**src/rtl/decode_stage_pipe_if.sv**
```systemverilog
// Decode-stage bundle: every signal between the hazard/writeback logic and the
// decode stage, apart from clock and reset.
//   slave  : decode stage side (takes D/W/hazard inputs, drives D and E outputs)
//   master : driving side (drives D/W/hazard inputs, observes D and E outputs)
// Signals:
//   inst_D, valid_D, imm_mode_D         instruction in D, its valid bit, imm mode
//   reg_write_W, reg_id_W, result_W     writeback port
//   hold_E, flush_E                     D/E register control from the hazard unit
//   rs_out_D, rt_out_D                  combinational bypassed operands
//   rs_out_E, rt_out_E, imm_E           registered operands and immediate
//   rs_id_E, rt_id_E, rd_id_E, valid_E  registered register fields and valid
interface decode_stage_pipe_if #(
  parameter int DATA_W = 32,
  parameter int NREGS  = 32
);
  localparam int AW = $clog2(NREGS);

  logic [31:0]       inst_D;
  logic              valid_D;
  logic [1:0]        imm_mode_D;
  logic              reg_write_W;
  logic [AW-1:0]     reg_id_W;
  logic [DATA_W-1:0] result_W;
  logic              hold_E;
  logic              flush_E;
  logic [DATA_W-1:0] rs_out_D;
  logic [DATA_W-1:0] rt_out_D;
  logic [DATA_W-1:0] rs_out_E;
  logic [DATA_W-1:0] rt_out_E;
  logic [DATA_W-1:0] imm_E;
  logic [4:0]        rs_id_E;
  logic [4:0]        rt_id_E;
  logic [4:0]        rd_id_E;
  logic              valid_E;

  modport slave (
    input  inst_D, valid_D, imm_mode_D, reg_write_W, reg_id_W, result_W,
           hold_E, flush_E,
    output rs_out_D, rt_out_D, rs_out_E, rt_out_E, imm_E,
           rs_id_E, rt_id_E, rd_id_E, valid_E
  );

  modport master (
    output inst_D, valid_D, imm_mode_D, reg_write_W, reg_id_W, result_W,
           hold_E, flush_E,
    input  rs_out_D, rt_out_D, rs_out_E, rt_out_E, imm_E,
           rs_id_E, rt_id_E, rd_id_E, valid_E
  );
endinterface

```
**src/rtl/decode_stage_pipe.sv**
```systemverilog
// Decode stage of the pipelined MIPS core with its D/E pipeline register.
// Holds the architectural register file, bypasses a same-cycle writeback into
// the D operands, extends the immediate and registers everything into E.
// Ports:
//   clk    clock, all state updates on posedge
//   reset  asynchronous active-high reset; clears register file and E outputs
//   bus    decode_stage_pipe_if.slave (see interface header for the signals)
module decode_stage_pipe #(
  parameter int DATA_W   = 32,
  parameter int NREGS    = 32,
  parameter int ZERO_REG = 1
) (
  input  logic                 clk,
  input  logic                 reset,
  decode_stage_pipe_if.slave   bus
);
  localparam int AW = $clog2(NREGS);
  localparam bit ZR = (ZERO_REG != 0);

  // Instruction fields
  logic [4:0]    rs_fld, rt_fld, rd_fld;
  logic [15:0]   imm_fld;
  logic [AW-1:0] rs_idx, rt_idx;
  logic          unused_opcode;

  assign rs_fld        = bus.inst_D[25:21];
  assign rt_fld        = bus.inst_D[20:16];
  assign rd_fld        = bus.inst_D[15:11];
  assign imm_fld       = bus.inst_D[15:0];
  assign rs_idx        = rs_fld[AW-1:0];
  assign rt_idx        = rt_fld[AW-1:0];
  assign unused_opcode = ^bus.inst_D[31:26];

  // Register file
  logic [DATA_W-1:0] regs_q [NREGS];
  logic [NREGS-1:0]  wr_en;

  genvar gi;
  generate
    for (gi = 0; gi < NREGS; gi++) begin : g_wr_en
      // Register 0 is hard-wired to zero when ZR is set, so it never loads.
      assign wr_en[gi] = bus.reg_write_W && (bus.reg_id_W == AW'(gi)) &&
                         !(ZR && gi == 0);
    end
  endgenerate

  always_ff @(posedge clk or posedge reset) begin
    if (reset) begin
      for (int i = 0; i < NREGS; i++) regs_q[i] <= '0;
    end else begin
      for (int i = 0; i < NREGS; i++)
        if (wr_en[i]) regs_q[i] <= bus.result_W;
    end
  end

  // Read with write-through: a live W write to the same index wins over the
  // array, so D never sees a stale value and no W->D hazard exists.
  logic rs_zero, rt_zero, rs_live, rt_live;
  logic [DATA_W-1:0] rs_val, rt_val;

  assign rs_zero = ZR && (rs_idx == '0);
  assign rt_zero = ZR && (rt_idx == '0);
  assign rs_live = bus.reg_write_W && (bus.reg_id_W == rs_idx) && !rs_zero;
  assign rt_live = bus.reg_write_W && (bus.reg_id_W == rt_idx) && !rt_zero;
  assign rs_val  = rs_zero ? '0 : (rs_live ? bus.result_W : regs_q[rs_idx]);
  assign rt_val  = rt_zero ? '0 : (rt_live ? bus.result_W : regs_q[rt_idx]);

  assign bus.rs_out_D = rs_val;
  assign bus.rt_out_D = rt_val;

  // Immediate extension. Replication counts are kept >= 1 so DATA_W == 32
  // does not produce a zero-width replication.
  logic [31:0]       upper32;
  logic [DATA_W-1:0] imm_ext;

  assign upper32 = {imm_fld, 16'h0000};

  always_comb begin
    imm_ext = {{(DATA_W-15){imm_fld[15]}}, imm_fld[14:0]};
    case (bus.imm_mode_D)
      2'b01:   imm_ext = {{(DATA_W-16){1'b0}}, imm_fld};
      2'b10:   imm_ext = {{(DATA_W-31){upper32[31]}}, upper32[30:0]};
      default: imm_ext = {{(DATA_W-15){imm_fld[15]}}, imm_fld[14:0]};
    endcase
  end

  // D/E register
  logic [DATA_W-1:0] rs_out_q, rs_out_d, rt_out_q, rt_out_d, imm_q, imm_d;
  logic [4:0]        rs_id_q, rs_id_d, rt_id_q, rt_id_d, rd_id_q, rd_id_d;
  logic              valid_q, valid_d;
  logic [AW-1:0]     rs_held_idx, rt_held_idx;
  logic              rs_held_live, rt_held_live;

  // While held, the E operands track W writes to their own registers so a long
  // stall cannot leave them stale.
  assign rs_held_idx  = rs_id_q[AW-1:0];
  assign rt_held_idx  = rt_id_q[AW-1:0];
  assign rs_held_live = bus.reg_write_W && (bus.reg_id_W == rs_held_idx) &&
                        !(ZR && rs_held_idx == '0);
  assign rt_held_live = bus.reg_write_W && (bus.reg_id_W == rt_held_idx) &&
                        !(ZR && rt_held_idx == '0);

  always_comb begin
    rs_out_d = rs_out_q;
    rt_out_d = rt_out_q;
    imm_d    = imm_q;
    rs_id_d  = rs_id_q;
    rt_id_d  = rt_id_q;
    rd_id_d  = rd_id_q;
    valid_d  = valid_q;
    if (bus.flush_E) begin
      rs_out_d = '0;
      rt_out_d = '0;
      imm_d    = '0;
      rs_id_d  = '0;
      rt_id_d  = '0;
      rd_id_d  = '0;
      valid_d  = 1'b0;
    end else if (bus.hold_E) begin
      if (rs_held_live) rs_out_d = bus.result_W;
      if (rt_held_live) rt_out_d = bus.result_W;
    end else begin
      // Bubbles are captured too; valid_E marks them.
      rs_out_d = rs_val;
      rt_out_d = rt_val;
      imm_d    = imm_ext;
      rs_id_d  = rs_fld;
      rt_id_d  = rt_fld;
      rd_id_d  = rd_fld;
      valid_d  = bus.valid_D;
    end
  end

  always_ff @(posedge clk or posedge reset) begin
    if (reset) begin
      rs_out_q <= '0;
      rt_out_q <= '0;
      imm_q    <= '0;
      rs_id_q  <= '0;
      rt_id_q  <= '0;
      rd_id_q  <= '0;
      valid_q  <= 1'b0;
    end else begin
      rs_out_q <= rs_out_d;
      rt_out_q <= rt_out_d;
      imm_q    <= imm_d;
      rs_id_q  <= rs_id_d;
      rt_id_q  <= rt_id_d;
      rd_id_q  <= rd_id_d;
      valid_q  <= valid_d;
    end
  end

  assign bus.rs_out_E = rs_out_q;
  assign bus.rt_out_E = rt_out_q;
  assign bus.imm_E    = imm_q;
  assign bus.rs_id_E  = rs_id_q;
  assign bus.rt_id_E  = rt_id_q;
  assign bus.rd_id_E  = rd_id_q;
  assign bus.valid_E  = valid_q;
endmodule

```
**src/flat_wrapper.sv**
```systemverilog
// flat-port wrapper written by rule: the top's interface ports become plain ports
module decode_stage_pipe_flat 
#(
  parameter int DATA_W   = 32,
  parameter int NREGS    = 32,
  parameter int ZERO_REG = 1
)
  (clk, reset, bus_inst_D, bus_valid_D, bus_imm_mode_D, bus_reg_write_W, bus_reg_id_W, bus_result_W, bus_hold_E, bus_flush_E, bus_rs_out_D, bus_rt_out_D, bus_rs_out_E, bus_rt_out_E, bus_imm_E, bus_rs_id_E, bus_rt_id_E, bus_rd_id_E, bus_valid_E);
  decode_stage_pipe_if #(.DATA_W(DATA_W), .NREGS(NREGS)) bus_i ();
  input  logic clk;
  input  logic reset;
  input wire logic [$bits(bus_i.inst_D)-1:0] bus_inst_D;
  input wire logic [$bits(bus_i.valid_D)-1:0] bus_valid_D;
  input wire logic [$bits(bus_i.imm_mode_D)-1:0] bus_imm_mode_D;
  input wire logic [$bits(bus_i.reg_write_W)-1:0] bus_reg_write_W;
  input wire logic [$bits(bus_i.reg_id_W)-1:0] bus_reg_id_W;
  input wire logic [$bits(bus_i.result_W)-1:0] bus_result_W;
  input wire logic [$bits(bus_i.hold_E)-1:0] bus_hold_E;
  input wire logic [$bits(bus_i.flush_E)-1:0] bus_flush_E;
  output wire logic [$bits(bus_i.rs_out_D)-1:0] bus_rs_out_D;
  output wire logic [$bits(bus_i.rt_out_D)-1:0] bus_rt_out_D;
  output wire logic [$bits(bus_i.rs_out_E)-1:0] bus_rs_out_E;
  output wire logic [$bits(bus_i.rt_out_E)-1:0] bus_rt_out_E;
  output wire logic [$bits(bus_i.imm_E)-1:0] bus_imm_E;
  output wire logic [$bits(bus_i.rs_id_E)-1:0] bus_rs_id_E;
  output wire logic [$bits(bus_i.rt_id_E)-1:0] bus_rt_id_E;
  output wire logic [$bits(bus_i.rd_id_E)-1:0] bus_rd_id_E;
  output wire logic [$bits(bus_i.valid_E)-1:0] bus_valid_E;
  assign bus_i.inst_D = bus_inst_D;
  assign bus_i.valid_D = bus_valid_D;
  assign bus_i.imm_mode_D = bus_imm_mode_D;
  assign bus_i.reg_write_W = bus_reg_write_W;
  assign bus_i.reg_id_W = bus_reg_id_W;
  assign bus_i.result_W = bus_result_W;
  assign bus_i.hold_E = bus_hold_E;
  assign bus_i.flush_E = bus_flush_E;
  assign bus_rs_out_D = bus_i.rs_out_D;
  assign bus_rt_out_D = bus_i.rt_out_D;
  assign bus_rs_out_E = bus_i.rs_out_E;
  assign bus_rt_out_E = bus_i.rt_out_E;
  assign bus_imm_E = bus_i.imm_E;
  assign bus_rs_id_E = bus_i.rs_id_E;
  assign bus_rt_id_E = bus_i.rt_id_E;
  assign bus_rd_id_E = bus_i.rd_id_E;
  assign bus_valid_E = bus_i.valid_E;
  decode_stage_pipe #(.DATA_W(DATA_W), .NREGS(NREGS), .ZERO_REG(ZERO_REG)) u_core (.clk(clk), .reset(reset), .bus(bus_i));
endmodule
```
**config.mk**
```make
export PLATFORM = sky130hd
export DESIGN_NAME = decode_stage_pipe_flat
export DESIGN_NICKNAME = d
export VERILOG_FILES = /design/src/rtl/decode_stage_pipe_if.sv /design/src/rtl/decode_stage_pipe.sv /design/src/flat_wrapper.sv
export SDC_FILE = /design/constraint.sdc
export NUM_CORES = 2
export LEC_CHECK = 0
export ABC_AREA = 1
export CORE_UTILIZATION = 58
export DETAILED_ROUTE_END_ITERATION = 6
export GPL_TIMING_DRIVEN = 0
export MAX_ROUTING_LAYER = met4
export PLACE_DENSITY = 0.85
export REMOVE_ABC_BUFFERS = 1
export SYNTH_ARGS = -nofsm -noshare
export SYNTH_HDL_FRONTEND = slang
export SYNTH_SLANG_ARGS = --single-unit
export TNS_END_PERCENT = 50
```
**constraint.sdc**
```tcl
create_clock -name clk -period 72.4 [get_ports clk]
set_input_delay 14.48 -clock clk [delete_from_list [all_inputs] [get_ports clk]]
set_output_delay 14.48 -clock clk [all_outputs]
set_load 0.03 [all_outputs]
```
==> Word-level counts from Yosys, hierarchy flattened <==
Cells that the tools add are included.
{ "word_totals": {"ff_bits": 1104, "latch_bits": 0, "ram_bits": 0, "romBits": 0, "inputBits": 77, "elab_cells": 156, "memories": 0} }
{ "op_classes": {"n_addsub": 0, "multipliers": 0, "n_div": 0, "n_lt_le_gt_ge": 2, "eq_ne": 40, "shift": 0, "mux": 27, "n_bitwise": 2, "n_reduce_logical": 47} }
{ "ops": {"columns": ["cell", "count"], "rows": [
  ["two-way mux 32 bit", 16],
  ["binary-select mux 32 bit (select 5 bit)", 2],
  ["== test 5 bit, second input constant", 16],
  ["one-hot mux 32 bit (2 select lines)", 1],
  ["== test 5 x 4 -> 1 bit, second input constant", 8],
  ["logical AND 1 bit", 39],
  ["two-way mux 5 bit", 6],
  ["== test 5 x 3 -> 1 bit, second input constant", 4],
  ["== test 5 bit", 4],
  ["logical NOT 5 bit", 4],
  [">= comparator 6 bit, second input constant", 2],
  ["inverter 5 -> 6 bit", 2],
  ["== test 5 x 2 -> 1 bit, second input constant", 2],
  ["inequality test 3 x 1 -> 1 bit, second input constant", 2],
  ["== test 5 x 1 -> 1 bit, second input constant", 1],
  ["logical NOT 1 bit", 4],
  ["== test 2 x 1 -> 1 bit, second input constant", 1],
  ["== test 2 bit, second input constant", 1],
  ["two-way mux 1 bit", 2],
  ["inequality test 2 x 1 -> 1 bit, second input constant", 1]
]} }

==> Longest topological paths before layout <==
{ "depth": {"depth_word": 8, "depth_mapped": 15, "ltp_nobuf": 11} }

==> Worst setup path after synthesis <==
OpenSTA, ideal clock, no wires.
{ "synth_timing": {"kind": "in2out", "startpoint": "input bus_inst_D[21]", "endpoint": "output bus_rs_out_D[17]", "t_arrival_ps": 15698, "required_time_ps": 57920, "slack_ps": 42222, "path_stages": 13, "path_buffers": 4, "cell_sequence": "buf_4 -> inv_4 -> buf_6 -> buf_8 -> buf_4 -> nand2_1 -> nand3_1 -> nand3_1 -> nand3_1 -> nand3_1 -> nand3_1 -> nand2_1 -> inv_1"} }
{ "synth_via": {"elab_chain_cells": 6, "word_cells_on_any_way": 11, "cone_classes": "eq/ne: 1; mux: 5; bitwise: 1; reduce/logical: 4"} }
{ "synth_lines": {"columns": ["item", "line", "rtl"], "rows": [
  ["start: declaration", "flat_wrapper.sv:12", "input wire logic [$bits(bus_i.inst_D)-1:0] bus_inst_D;"],
  ["inverter 5 -> 6 bit (implied by the code)", "decode_stage_pipe.sv:65", "assign rs_val = rs_zero ? '0 : (rs_live ? bus.result_W : regs_q[rs_idx]);"],
  ["binary-select mux 32 bit (select 5 bit)", "decode_stage_pipe.sv:65", null],
  ["two-way mux 32 bit (implied by the code) (2 in series)", "decode_stage_pipe.sv:65", null],
  ["two-way mux 32 bit", "decode_stage_pipe.sv:65", null],
  ["two-way mux 32 bit *", "decode_stage_pipe.sv:65", null],
  ["end: declaration", "flat_wrapper.sv:20", "output wire logic [$bits(bus_i.rs_out_D)-1:0] bus_rs_out_D;"]
]} }
Every way passes the cells marked *; elsewhere a longest branch is shown, timed or not. The select of a mux whose other input is x is not followed.

==> Final worst setup path <==
{ "layout_timing": {"startpoint": "input bus_inst_D[16]", "endpoint": "output bus_rt_out_D[3]"} }
{ "layout_via": {"elab_chain_cells": 6, "word_cells_on_any_way": 11, "cone_classes": "eq/ne: 1; mux: 5; bitwise: 1; reduce/logical: 4"} }
{ "layout_lines": {"columns": ["item", "line", "rtl"], "rows": [
  ["inverter 5 -> 6 bit (implied by the code)", "decode_stage_pipe.sv:66", "assign rt_val = rt_zero ? '0 : (rt_live ? bus.result_W : regs_q[rt_idx]);"],
  ["binary-select mux 32 bit (select 5 bit)", "decode_stage_pipe.sv:66", null],
  ["two-way mux 32 bit (implied by the code) (2 in series)", "decode_stage_pipe.sv:66", null],
  ["two-way mux 32 bit", "decode_stage_pipe.sv:66", null],
  ["two-way mux 32 bit *", "decode_stage_pipe.sv:66", null],
  ["end: declaration", "flat_wrapper.sv:21", "output wire logic [$bits(bus_i.rt_out_D)-1:0] bus_rt_out_D;"]
]} }
Marks and branches as above.

==> run_summary.xml <==
<?xml version="1.0" encoding="UTF-8"?>
<metrics>
  <group name="outcome">
    <metric name="run_status" unit="">finished, violations left</metric>
    <metric name="violated_checks" unit="">DRC</metric>
  </group>
  <group name="floorplan">
    <metric name="core_area" unit="sq um">104000</metric>
    <metric name="io_pins" unit="">253</metric>
    <metric name="die_w" unit="microns">327</metric>
    <metric name="floorplan.die_area" unit="sq um">107000</metric>
    <metric name="core.rowCount" unit="">118</metric>
    <metric name="start_util" unit="%">58.8</metric>
    <metric name="chipHeight" unit="microns">327</metric>
  </group>
  <group name="clock_tree">
    <metric name="cts-resized-gates" unit="">0</metric>
    <metric name="cts.reportedPaths.clkPinSlew" unit="ns">0.06</metric>
    <metric name="cts.hold.buffers_added" unit="">0</metric>
    <metric name="cts_made_buffers" unit="">113</metric>
    <metric name="cts_root_buffer" unit="">sky130_fd_sc_hd__clkbuf_16</metric>
    <metric name="cts_tree" unit="">built</metric>
    <metric name="setup_fix_buffers_added_after_clock_tree_synthesis" unit="">0</metric>
    <metric name="worst_skew_pair.late_latency" unit="ns">0.73</metric>
    <metric name="tritoncts_num_sinks" unit="">1104</metric>
    <metric name="htree_num_levels" unit="">3</metric>
    <metric name="clk_path_buf_depth" unit="">3</metric>
  </group>
  <group name="grt">
    <metric name="number_of_antenna_violations_at_the_first_check_in_global_routing" unit="">2</metric>
    <metric name="gr_ovfl_total" unit="">0</metric>
    <metric name="first_global_vias" unit="">60500</metric>
    <metric name="pin_count_of_the_biggest_net_entering_global_routing" unit="">170</metric>
    <metric name="grt.total_usage" unit="%">41.4</metric>
    <metric name="grt_first_pass_wirelength" unit="microns">338000</metric>
  </group>
  <group name="logic_synthesis">
    <metric name="synth.lib_cells_used.distinct" unit="">34</metric>
    <metric name="synth-adder-area-share" unit="%">0.0409</metric>
    <metric name="synth_sequential_area_ratio" unit="%">45.2</metric>
    <metric name="syn_avg_cell_area" unit="sq um">7.08</metric>
    <metric name="yosys.area_share.xor_xnor" unit="%">0.0860</metric>
    <metric name="synth_top_family_by_area" unit="">simple AND/OR/NAND/NOR gates</metric>
    <metric name="synth-simple-area-share" unit="%">38.8</metric>
    <metric name="synth.ff_latch_count" unit="">1104</metric>
    <metric name="ys_warn_count" unit="">0</metric>
    <metric name="syn_area" unit="sq um">61100</metric>
    <metric name="synthCells" unit="">8638</metric>
    <metric name="synth_compound_area_share" unit="%">8.73</metric>
    <metric name="post_synth_mux_area_share" unit="%">0</metric>
  </group>
  <group name="sta">
    <metric name="timing.hold.ws" unit="ns">0.479</metric>
    <metric name="worst_pin_slew" unit="ns">1.28</metric>
    <metric name="slew_viol_final" unit="">0</metric>
    <metric name="max_freq" unit="GHz">0.0293</metric>
    <metric name="final_period_minus_worst_setup_slack" unit="ns">34.17</metric>
    <metric name="unrepaired_setup_endpoints_after_global_routing" unit="">false</metric>
    <metric name="finalClockSkew" unit="ns">0.0291</metric>
    <metric name="max-slew-margin-rel" unit="%">14.4</metric>
    <metric name="setup_viol" unit="">0</metric>
    <metric name="report.final.hold_viol_count" unit="">0</metric>
    <metric name="timing.final.crit_share" unit="%">47.2</metric>
  </group>
  <group name="drt">
    <metric name="detailed_router_s_first_iteration_violation_count" unit="">11800</metric>
    <metric name="drtAntennaViolNets" unit="">0</metric>
    <metric name="postRouteWirelength" unit="microns">220000</metric>
    <metric name="detailedRoute.firstPassIterationCount" unit="">7</metric>
    <metric name="drc_errors" unit="">17</metric>
    <metric name="route.vias.total" unit="">63900</metric>
    <metric name="vias_per_cell" unit="">6.53</metric>
    <metric name="route.detailed.wl_per_inst" unit="microns">22.5</metric>
  </group>
  <group name="power_and_ir_drop">
    <metric name="worst_ir_drop_vdd" unit="uV">24.8</metric>
    <metric name="power-per-cell-area" unit="nW/um^2">26.5</metric>
    <metric name="total_leakage_power" unit="nW">31.5</metric>
  </group>
  <group name="worst_setup_path">
    <metric name="path_cells" unit="">buf_8 -&gt; buf_16 -&gt; buf_16 -&gt; nor2_1 -&gt; a21oi_1 -&gt; nand2_2 -&gt; buf_12 -&gt; inv_2 -&gt; nand2_1 -&gt; nand2_1 -&gt; inv_1 -&gt; clkdlybuf4s50_1</metric>
    <metric name="timing.critical_path.slowest_stage_cell" unit="">sky130_fd_sc_hd__inv_2</metric>
    <metric name="crit_fanout" unit="">131</metric>
    <metric name="worst-setup-path-type" unit="">input pin to output pin</metric>
    <metric name="crit_buf_inv" unit="">7</metric>
    <metric name="cp-end-kind" unit="">output pin</metric>
    <metric name="critical_path_max_stage_delay" unit="ns">0.93</metric>
    <metric name="cp_data_arrival_time" unit="ns">19.69</metric>
    <metric name="worstPathRequired" unit="ns">57.92</metric>
    <metric name="critical_path.top_delay_family" unit="">buffers and inverters</metric>
    <metric name="crit_path_start_kind" unit="">input pin</metric>
  </group>
  <group name="finish">
    <metric name="final_cell_area" unit="sq um">67400</metric>
    <metric name="area.sequential" unit="sq um">27600</metric>
    <metric name="flow.area_growth_from_synthesis" unit="%">10.3</metric>
    <metric name="fill_cells" unit="">8441</metric>
    <metric name="fin_nets" unit="">8377</metric>
    <metric name="multi_input_comb_area" unit="sq um">29400</metric>
    <metric name="drive_above_1_share" unit="%">4.79</metric>
  </group>
  <group name="place">
    <metric name="dpl.hpwl" unit="microns">113000</metric>
    <metric name="detailed_place.area" unit="sq um">63600</metric>
    <metric name="port_buffers" unit="">246</metric>
    <metric name="place_congestion" unit="">0.865</metric>
  </group>
  <group name="flow_run">
    <metric name="timing.max_cap.violations" unit="">0</metric>
  </group>
  <group name="min_path">
    <metric name="class_of_the_tightest_hold_or_removal_check" unit="">flip-flop to flip-flop</metric>
  </group>
</metrics>
==> worst reg2reg max path: stages, from the launching register on <==
cell                      delay (ns)
sky130_fd_sc_hd__dfrtp_1        0.41
sky130_fd_sc_hd__xor2_1         0.16
sky130_fd_sc_hd__nor3_1         0.35
sky130_fd_sc_hd__a31oi_4        0.25
sky130_fd_sc_hd__nor2_4         0.77
sky130_fd_sc_hd__buf_12         0.27
sky130_fd_sc_hd__nand2_1        0.14
sky130_fd_sc_hd__nand2_1        0.06
==> cell type report <==
| type | instances | area share [%] |
|---|---|---|
| Antenna cell | 4 | 0.0149 |
| Clock buffer | 173 | 5.07 |
| Timing Repair Buffer | 310 | 6.15 |
| Tap cell | 1380 | 2.56 |
| Inverter | 164 | 1.02 |
| Sequential cell | 1104 | 41.0 |
| Multi-Input combinational cell | 6605 | 43.7 |
| Clock inverter | 35 | 0.514 |
==> cell usage in the layout, fill, tap and decap left out, drive strengths merged <==
master and instances:
nand2 3466, nand3 2043, dfrtp 1104, o21ai 1022, clkdlybuf4s50 235, clkbuf 173, inv 162, buf 75
clkinv 30, nor2 26, a21oi 21, o22ai 9, xor2 6, bufinv 6, nor3 5, diode 4
o211ai 2, ha 2, a221oi 1, a31oi 1, o21a 1, clkinvlp 1
==> worst paths after layout <==
path                                              from                       to  slack, ns  depth (start not counted)
min in group asynchronous                        reset        u_core.regs_q[43]      14.29                          2
worst min register to register  u_core.bus.rs_out_E[8]   u_core.bus.rs_out_E[8]       0.48                          2
max in group asynchronous                        reset       u_core.regs_q[477]      55.99                          5
worst min-delay path            u_core.bus.rs_out_E[8]   u_core.bus.rs_out_E[8]       0.48                          2
worst max-delay path                    bus_inst_D[16]          bus_rt_out_D[3]      38.23                         12
worst max register to register   u_core.bus.rt_id_E[0]  u_core.bus.rt_out_E[19]      69.92                          7
==> sequential cells by signal, summed over array words and instances, names as in the netlist <==
signal,cells
u_core.bus.rs_id_E,5
u_core.bus.rt_id_E,5
u_core.regs_q,992
u_core.bus.rd_id_E,5
u_core.bus.valid_E,1
u_core.bus.rt_out_E,32
u_core.bus.rs_out_E,32
u_core.bus.imm_E,32
==> cell usage after synthesis, drive strengths merged <==
cell type	count	area [sq um]
inv	162	611
a21oi	21	113
nor3	5	30.0
o22ai	9	56.3
dfrtp	1104	27600
a31oi	1	12.5
o21ai	1022	5110
xor2	6	52.6
nand3	2043	10500
nand2	3466	13100
clkbuf	355	1330
o21a	1	7.51
nor2	26	110
buf	410	2400
ha	2	25.0
clkinv	2	12.5
a221oi	1	15.0
o211ai	2	15.0
==> per-stage QoR <==
stage,instances,setup slack [ns],util [%],power [mW],TNS (ns)
after CTS,9771,38.54,64.8,1.77,0
after global placement,9499,-8.39,59.2,1.17,-264.83
after detailed placement,9563,38.55,61.2,1.18,0
after floorplan,7873,26.84,-,1.04,0
final,9775,38.23,64.8,1.79,0
after global routing,9774,38.21,64.8,1.86,0
==> report_power, final <==
| part | internal, mW | switching (mW) |
|---|---|---|
| Clock | 0.345 | 0.257 |
| Sequential | 0.726 | 0.0852 |
| Combinational | 0.135 | 0.240 |
==> cells by family (layout without fill, tap and decap cells) <==
logic type | after synthesis | after routing
xor+xnor | 6 | 6
other cells | 0 | 4
buf+inv | 929 | 682
simple gates | 5540 | 5540
fa+ha+maj | 2 | 2
flops | 1104 | 1104
compound gates | 1057 | 1057
==> layer usage <==
| layer | vias up | share of wire (%) | GRT usage (%) |
|---|---|---|---|
| li1 | 27700 | - | - |
| met1 | 29300 | 34 | 50.3 |
| met2 | 5421 | 43 | 60.0 |
| met3 | 1393 | 15 | 11.2 |
| met4 | 0 | 7.7 | 28.7 |
| met5 | - | 0 | - |
Note: power is estimated with default switching activity, not from simulation.
